File: config.mk
export PLATFORM = sky130hd
export DESIGN_NAME = laser_datapath
export DESIGN_NICKNAME = d
export VERILOG_FILES = /design/src/rtl/laser_datapath.sv
export SDC_FILE = /design/constraint.sdc
export NUM_CORES = 1
export LEC_CHECK = 0
export CORE_ASPECT_RATIO = 0.75
export CORE_MARGIN = 1.5
export CORE_UTILIZATION = 39
export CTS_BUF_LIST = sky130_fd_sc_hd__clkbuf_4
export DETAILED_ROUTE_END_ITERATION = 8
export SLEW_MARGIN = 20
export SYNTH_ARGS = -nofsm -noshare
export SYNTH_HDL_FRONTEND = slang
export SYNTH_SLANG_ARGS = --single-unit
export TNS_END_PERCENT = 30
File: constraint.sdc
create_clock -name clk -period 4.8 [get_ports clk]
set_input_delay 0.72 -clock clk [delete_from_list [all_inputs] [get_ports clk]]
set_output_delay 0.72 -clock clk [all_outputs]
set_load 0.01 [all_outputs]
File: src/rtl/laser_datapath.sv
// laser_datapath: range check, Bresenham beam draw/erase and cool-down timer.
// Define LASER_CIRCLE_RANGE_EN for a circular engagement region.
module laser_datapath #(
  parameter logic [7:0]  TOWER_X      = 8'd40,
  parameter logic [6:0]  TOWER_Y      = 7'd60,
  parameter logic [7:0]  RANGE        = 8'd30,
  parameter logic [23:0] DELAY_CYCLES = 24'd5_000_000,
  parameter logic [2:0]  LASER_COLOUR = 3'b100
) (
  input  logic       clk,
  input  logic       resetn,
  input  logic [7:0] car_x,
  input  logic [6:0] car_y,
  input  logic       car_valid,
  input  logic       draw_laser,
  input  logic       erase,
  input  logic       delay,
  output logic       car_in_range,
  output logic       draw_done,
  output logic       erase_done,
  output logic       delay_done,
  output logic       drawn,
  output logic [7:0] x,
  output logic [6:0] y,
  output logic [2:0] colour,
  output logic       plot
);
  typedef enum logic [1:0] {IDLE, LINE, DONE} state_t;
  state_t state, state_nx;

  logic signed [8:0] rdx;
  logic signed [7:0] rdy;
  logic [8:0] rax;
  logic [7:0] ray;
  logic in_rng;

  assign rdx = $signed({1'b0, car_x}) - $signed({1'b0, TOWER_X});
  assign rdy = $signed({1'b0, car_y}) - $signed({1'b0, TOWER_Y});
  assign rax = rdx[8] ? $unsigned(-rdx) : $unsigned(rdx);
  assign ray = rdy[7] ? $unsigned(-rdy) : $unsigned(rdy);

`ifdef LASER_CIRCLE_RANGE_EN
  logic [16:0] ax2, ay2, r2;
  assign ax2 = {8'd0, rax};
  assign ay2 = {9'd0, ray};
  assign r2 = {9'd0, RANGE};
  assign in_rng = (ax2 * ax2 + ay2 * ay2) <= (r2 * r2);
`else
  assign in_rng = (rax <= {1'b0, RANGE}) && (ray <= RANGE);
`endif

  logic [7:0] cx, ex;
  logic [6:0] cy, ey;
  logic [8:0] adx;
  logic [7:0] ady;
  logic neg_x, neg_y;
  logic signed [10:0] err, err_nx;
  logic [2:0] col;
  logic is_erase, prev_draw, prev_erase, drawn_q;
  logic [23:0] cnt;
  logic in_rng_q;

  logic draw_edge, erase_edge;
  logic go_draw, go_erase, go_line;
  logic at_end, step_x, step_y;

  assign draw_edge = draw_laser & ~prev_draw;
  assign erase_edge = erase & ~prev_erase;
  assign go_erase = (state == IDLE) & erase_edge;
  assign go_draw = (state == IDLE) & draw_edge & ~erase_edge;
  assign go_line = go_draw | (go_erase & drawn_q);

  // draw starts from the live car; erase replays the latched endpoint
  logic [7:0] sel_x;
  logic [6:0] sel_y;
  logic signed [8:0] ldx;
  logic signed [7:0] ldy;
  logic [8:0] lax;
  logic [7:0] lay;
  logic signed [10:0] lax_s, lay_s;

  assign sel_x = go_draw ? car_x : ex;
  assign sel_y = go_draw ? car_y : ey;
  assign ldx = $signed({1'b0, sel_x}) - $signed({1'b0, TOWER_X});
  assign ldy = $signed({1'b0, sel_y}) - $signed({1'b0, TOWER_Y});
  assign lax = ldx[8] ? $unsigned(-ldx) : $unsigned(ldx);
  assign lay = ldy[7] ? $unsigned(-ldy) : $unsigned(ldy);
  assign lax_s = {2'b0, lax};
  assign lay_s = {3'b0, lay};

  logic signed [11:0] e2, lim_x, lim_y;
  logic signed [10:0] adx_s, ady_s;

  assign adx_s = {2'b0, adx};
  assign ady_s = {3'b0, ady};
  assign e2 = {err, 1'b0};
  assign lim_x = -{4'b0, ady};
  assign lim_y = {3'b0, adx};
  assign step_x = e2 > lim_x;
  assign step_y = e2 < lim_y;
  assign err_nx = err - (step_x ? ady_s : 11'sd0)
                      + (step_y ? adx_s : 11'sd0);
  assign at_end = (cx == ex) && (cy == ey);

  always_comb begin
    state_nx = state;
    unique case (state)
      IDLE: begin
        if (go_erase) state_nx = drawn_q ? LINE : DONE;
        else if (go_draw) state_nx = LINE;
      end
      LINE: if (at_end) state_nx = DONE;
      DONE: state_nx = IDLE;
      default: state_nx = IDLE;
    endcase
  end

  always_ff @(posedge clk or negedge resetn) begin
    if (!resetn) state <= IDLE;
    else state <= state_nx;
  end

  always_ff @(posedge clk or negedge resetn) begin
    if (!resetn) begin
      cx <= '0;
      cy <= '0;
      ex <= '0;
      ey <= '0;
      adx <= '0;
      ady <= '0;
      neg_x <= 1'b0;
      neg_y <= 1'b0;
      err <= '0;
      col <= '0;
      is_erase <= 1'b0;
      prev_draw <= 1'b0;
      prev_erase <= 1'b0;
      drawn_q <= 1'b0;
      cnt <= '0;
      in_rng_q <= 1'b0;
    end else begin
      prev_draw <= draw_laser;
      prev_erase <= erase;
      in_rng_q <= car_valid & in_rng;
      if (go_draw) begin
        ex <= car_x;
        ey <= car_y;
      end
      if (go_erase) is_erase <= 1'b1;
      else if (go_draw) is_erase <= 1'b0;
      if (go_line) begin
        cx <= TOWER_X;
        cy <= TOWER_Y;
        adx <= lax;
        ady <= lay;
        neg_x <= ldx[8];
        neg_y <= ldy[7];
        err <= lax_s - lay_s;
        col <= go_erase ? 3'b000 : LASER_COLOUR;
      end else if (state == LINE && !at_end) begin
        if (step_x) cx <= neg_x ? cx - 8'd1 : cx + 8'd1;
        if (step_y) cy <= neg_y ? cy - 7'd1 : cy + 7'd1;
        err <= err_nx;
      end
      if (state == DONE) drawn_q <= ~is_erase;
      if (!delay) cnt <= '0;
      else if (cnt != DELAY_CYCLES) cnt <= cnt + 24'd1;
    end
  end

  assign car_in_range = in_rng_q;
  assign plot = (state == LINE);
  assign draw_done = (state == DONE) & ~is_erase;
  assign erase_done = (state == DONE) & is_erase;
  assign drawn = drawn_q;
  assign delay_done = (cnt == DELAY_CYCLES);
  assign x = cx;
  assign y = cy;
  assign colour = col;
endmodule

==> metrics.cfg <==
[synthesis]
async_flop_share=1.000
synth_top_family_by_area=simple AND/OR/NAND/NOR gates
netlist_instances=815
synth-xor-area-share=0.09648
yosys_register_bits=92
yosysMostFrequentCell=dfrtp_1
synth-adder-area-share=0.1476
ys_top_cells_by_area=dfrtp_1 32%, ha_1 12%, xnor2_1 6.4%, inv_1 4.0%, nand2_1 3.7%
synthSimpleGateAreaFrac=0.2052
syn_avg_cell_area_um2=8.800
synth_top_cell_by_area=dfrtp_1
muxShareOfSynthArea=0.03507
synth_area_um2=7172
synth-compound-area-share=0.1387
synth_ff_type=dfrtp_1
synth-edff-count=0
seq_area_frac_synth=0.3210
synth_top_cell_area_share=0.3210
synth_cell_types=67
ys_top_cells_by_count=92 x dfrtp_1, 77 x inv_1, 71 x nand2_1
yosysWarnings=0

[global_route]
grt_use_met1=0.3077
grt_pass1_vias=5602
antenna_found_initial=0
overflow=0
grt_max_degree=57
grt_util_met2=0.2724
top_usage_layer=met1
use_met3=0.03156
track_usage=0.1951
grt_pass1_wl_mm=29.52

[worst_setup_path]
critPathMaxFanout=5
arrival_ns=5.14
critPathKind=reg -> reg
worstPathRequired_ns=5.21
startpoint_type=flip-flop
end_kind=flip-flop
reg2reg_depth=21

[placement]
dp_hpwl_mm=13.43
gp_congestion=0.8233
post-place-ws_ns=-0.09656
place.port_buffers=42

[floorplanning]
pin_count=45
core_area_um2=17810
start_util=0.4026
rows=42
die_x_um=159.6
die_area_um2=19220
die-height_um=120.4

[cts]
clock_latency_ns=0.50
cts_tree=yes
htreeDepth=3
cts-buffers-inserted=9
clock_path_buffers=2
cts.sinks=92
holdBufCountCts=0
clkTransAtPathRegs_ns=0.16
cts-root-buf=clkbuf_4

[sta]
finalCriticalPeriod_ns=4.739
slew_viol_final=0
setup_violations=0
finalWorstSetupSlack_ns=0.06142
finalHoldViolCount=0
fin_skew_ns=0.02599
worst_slew_pin_slew_ns=0.7679
fmax_ghz=0.2110
rsz0062_at_grt=yes
period_share=0.9872
maxSlewHeadroom=0.4881

[final_layout]
drive_gt1_frac=0.1183
diodes=0
fin_util=0.4731
syn2layout_area_growth_pct=17.52
nets=990

[routing]
wire_per_inst_um=15.69
drt-initial-drc-count=398
via_count=5821
drt_wl_total_mm=17.85
ant_nets=0
via_per_inst=5.115
dr.pass1.iters=5
drc=0

[job]
max-cap-violations=0

[min_path]
min-delay-path-class=in -> async

[outcome]
status=complete, no violations

cell usage in the layout (no fill, tap or decap), drive strengths merged, types with 3 or more instances in the layout:
cell / count
nand2: 72
nor3: 15
and3: 6
nand3: 28
o21bai: 4
xor2: 27
nand3b: 4
or3: 7
nand4: 11
nor2: 49
a211oi: 8
and4: 3
nor4b: 3
a31oi: 4
xnor2: 52
o21a: 5
a21o: 9
ha: 67
and2: 34
o31ai: 6
nor2b: 10
fa: 11
o211ai: 6
dfrtp: 92
mux2: 14
nor4: 11
inv: 81
clkbuf: 9
mux2i: 9
nand2b: 9
conb: 3
or4: 3
buf: 45
nor3b: 5
o21ai: 50
a21oi: 51
clkdlybuf4s50: 41
routing by layer:
layer  vias to the layer above  routed length (um)
li1                       2981                   -
met1                      2719                9840
met2                       107                7081
met3                        14                 738
met4                         0                 192
met5                         -                   0
state kept, by name, summed over array words and instances, names as in the netlist, 2 cells and up:
| register | flops |
|---|---|
| cnt | 24 |
| err | 11 |
| adx | 9 |
| ady | 8 |
| ex | 8 |
| x | 8 |
| ey | 7 |
| y | 7 |
| state | 2 |
final timing paths:
kind | start | end | slack, ns
worst max-delay path | ady[3]$_DFFE_PN0N_ | err[10]$_DFFE_PN0P_ | 0.06
worst min-delay path | resetn | err[10]$_DFFE_PN0P_ | 0.28
worst max register to register | ady[3]$_DFFE_PN0N_ | err[10]$_DFFE_PN0P_ | 0.06
worst min register to register | adx[1]$_DFFE_PN0N_ | adx[1]$_DFFE_PN0N_ | 0.54
max in group asynchronous | resetn | err[4]$_DFFE_PN0P_ | 3.50
min in group clk | adx[1]$_DFFE_PN0N_ | adx[1]$_DFFE_PN0N_ | 0.54
area by class of cell:
| class | instances | area (um2) |
|---|---|---|
| sequential | 92 | 2302 |
| tap | 242 | 302.8 |
| clock buffer | 9 | 67.56 |
| multi-input combinational | 625 | 4623 |
| clock inverter | 7 | 78.83 |
| inverter | 77 | 289.0 |
| timing repair buffer | 86 | 764.5 |
| fill | 1735 | 9387 |
critical path: stages, from the launching register on:
cell and delay (ns):
dfrtp_1 0.41, or4_4 0.56, nor2_4 0.14, nand2_4 0.08, nor2_1 0.12, ha_1 0.26, a211oi_2 0.22, o21ai_1 0.09
o21a_1 0.22, o31a_1 0.29, buf_6 0.14, and2_4 0.13, fa_1 0.48, inv_2 0.05, ha_4 0.29, nand3_2 0.08
o221a_4 0.28, o21bai_1 0.15, a21oi_2 0.09, nor4bb_2 0.16, or3_1 0.34, o311ai_2 0.08
cell families after synthesis:
kind of cell | after synthesis
AOI/OAI and AO/OA | 163
xor gates and xnor gates | 79
adders and majority gates | 78
buffers and inverters | 99
DFF | 92
muxes | 23
other | 2
and+or+nand+nor | 279
stage by stage:
stage / hold slack [ns] / std cells / area [um2] / setup TNS [ns]
3_3_place_gp: 0.4818 / 1121 / 8132 / -0.04201
5_1_grt: 0.3226 / 1138 / 8428 / -0.3773
2_1_floorplan: 0.4244 / 816 / 7176 / 0
3_5_place_dp: 0.5046 / 1121 / 8132 / -0.1496
6_report: 0.2842 / 1138 / 8428 / 0
4_1_cts: 0.2930 / 1137 / 8325 / 0
what timing repair did:
action,CTS,global route
setup buffers,0,1
gates resized for setup,8,26
hold endpoints to repair,0,0
pin swaps,3,23
endpoints found under the setup margin,3,5
Power is not shown: default switching activity piles up to over one toggle a cycle in this logic, so the estimate is an artifact.
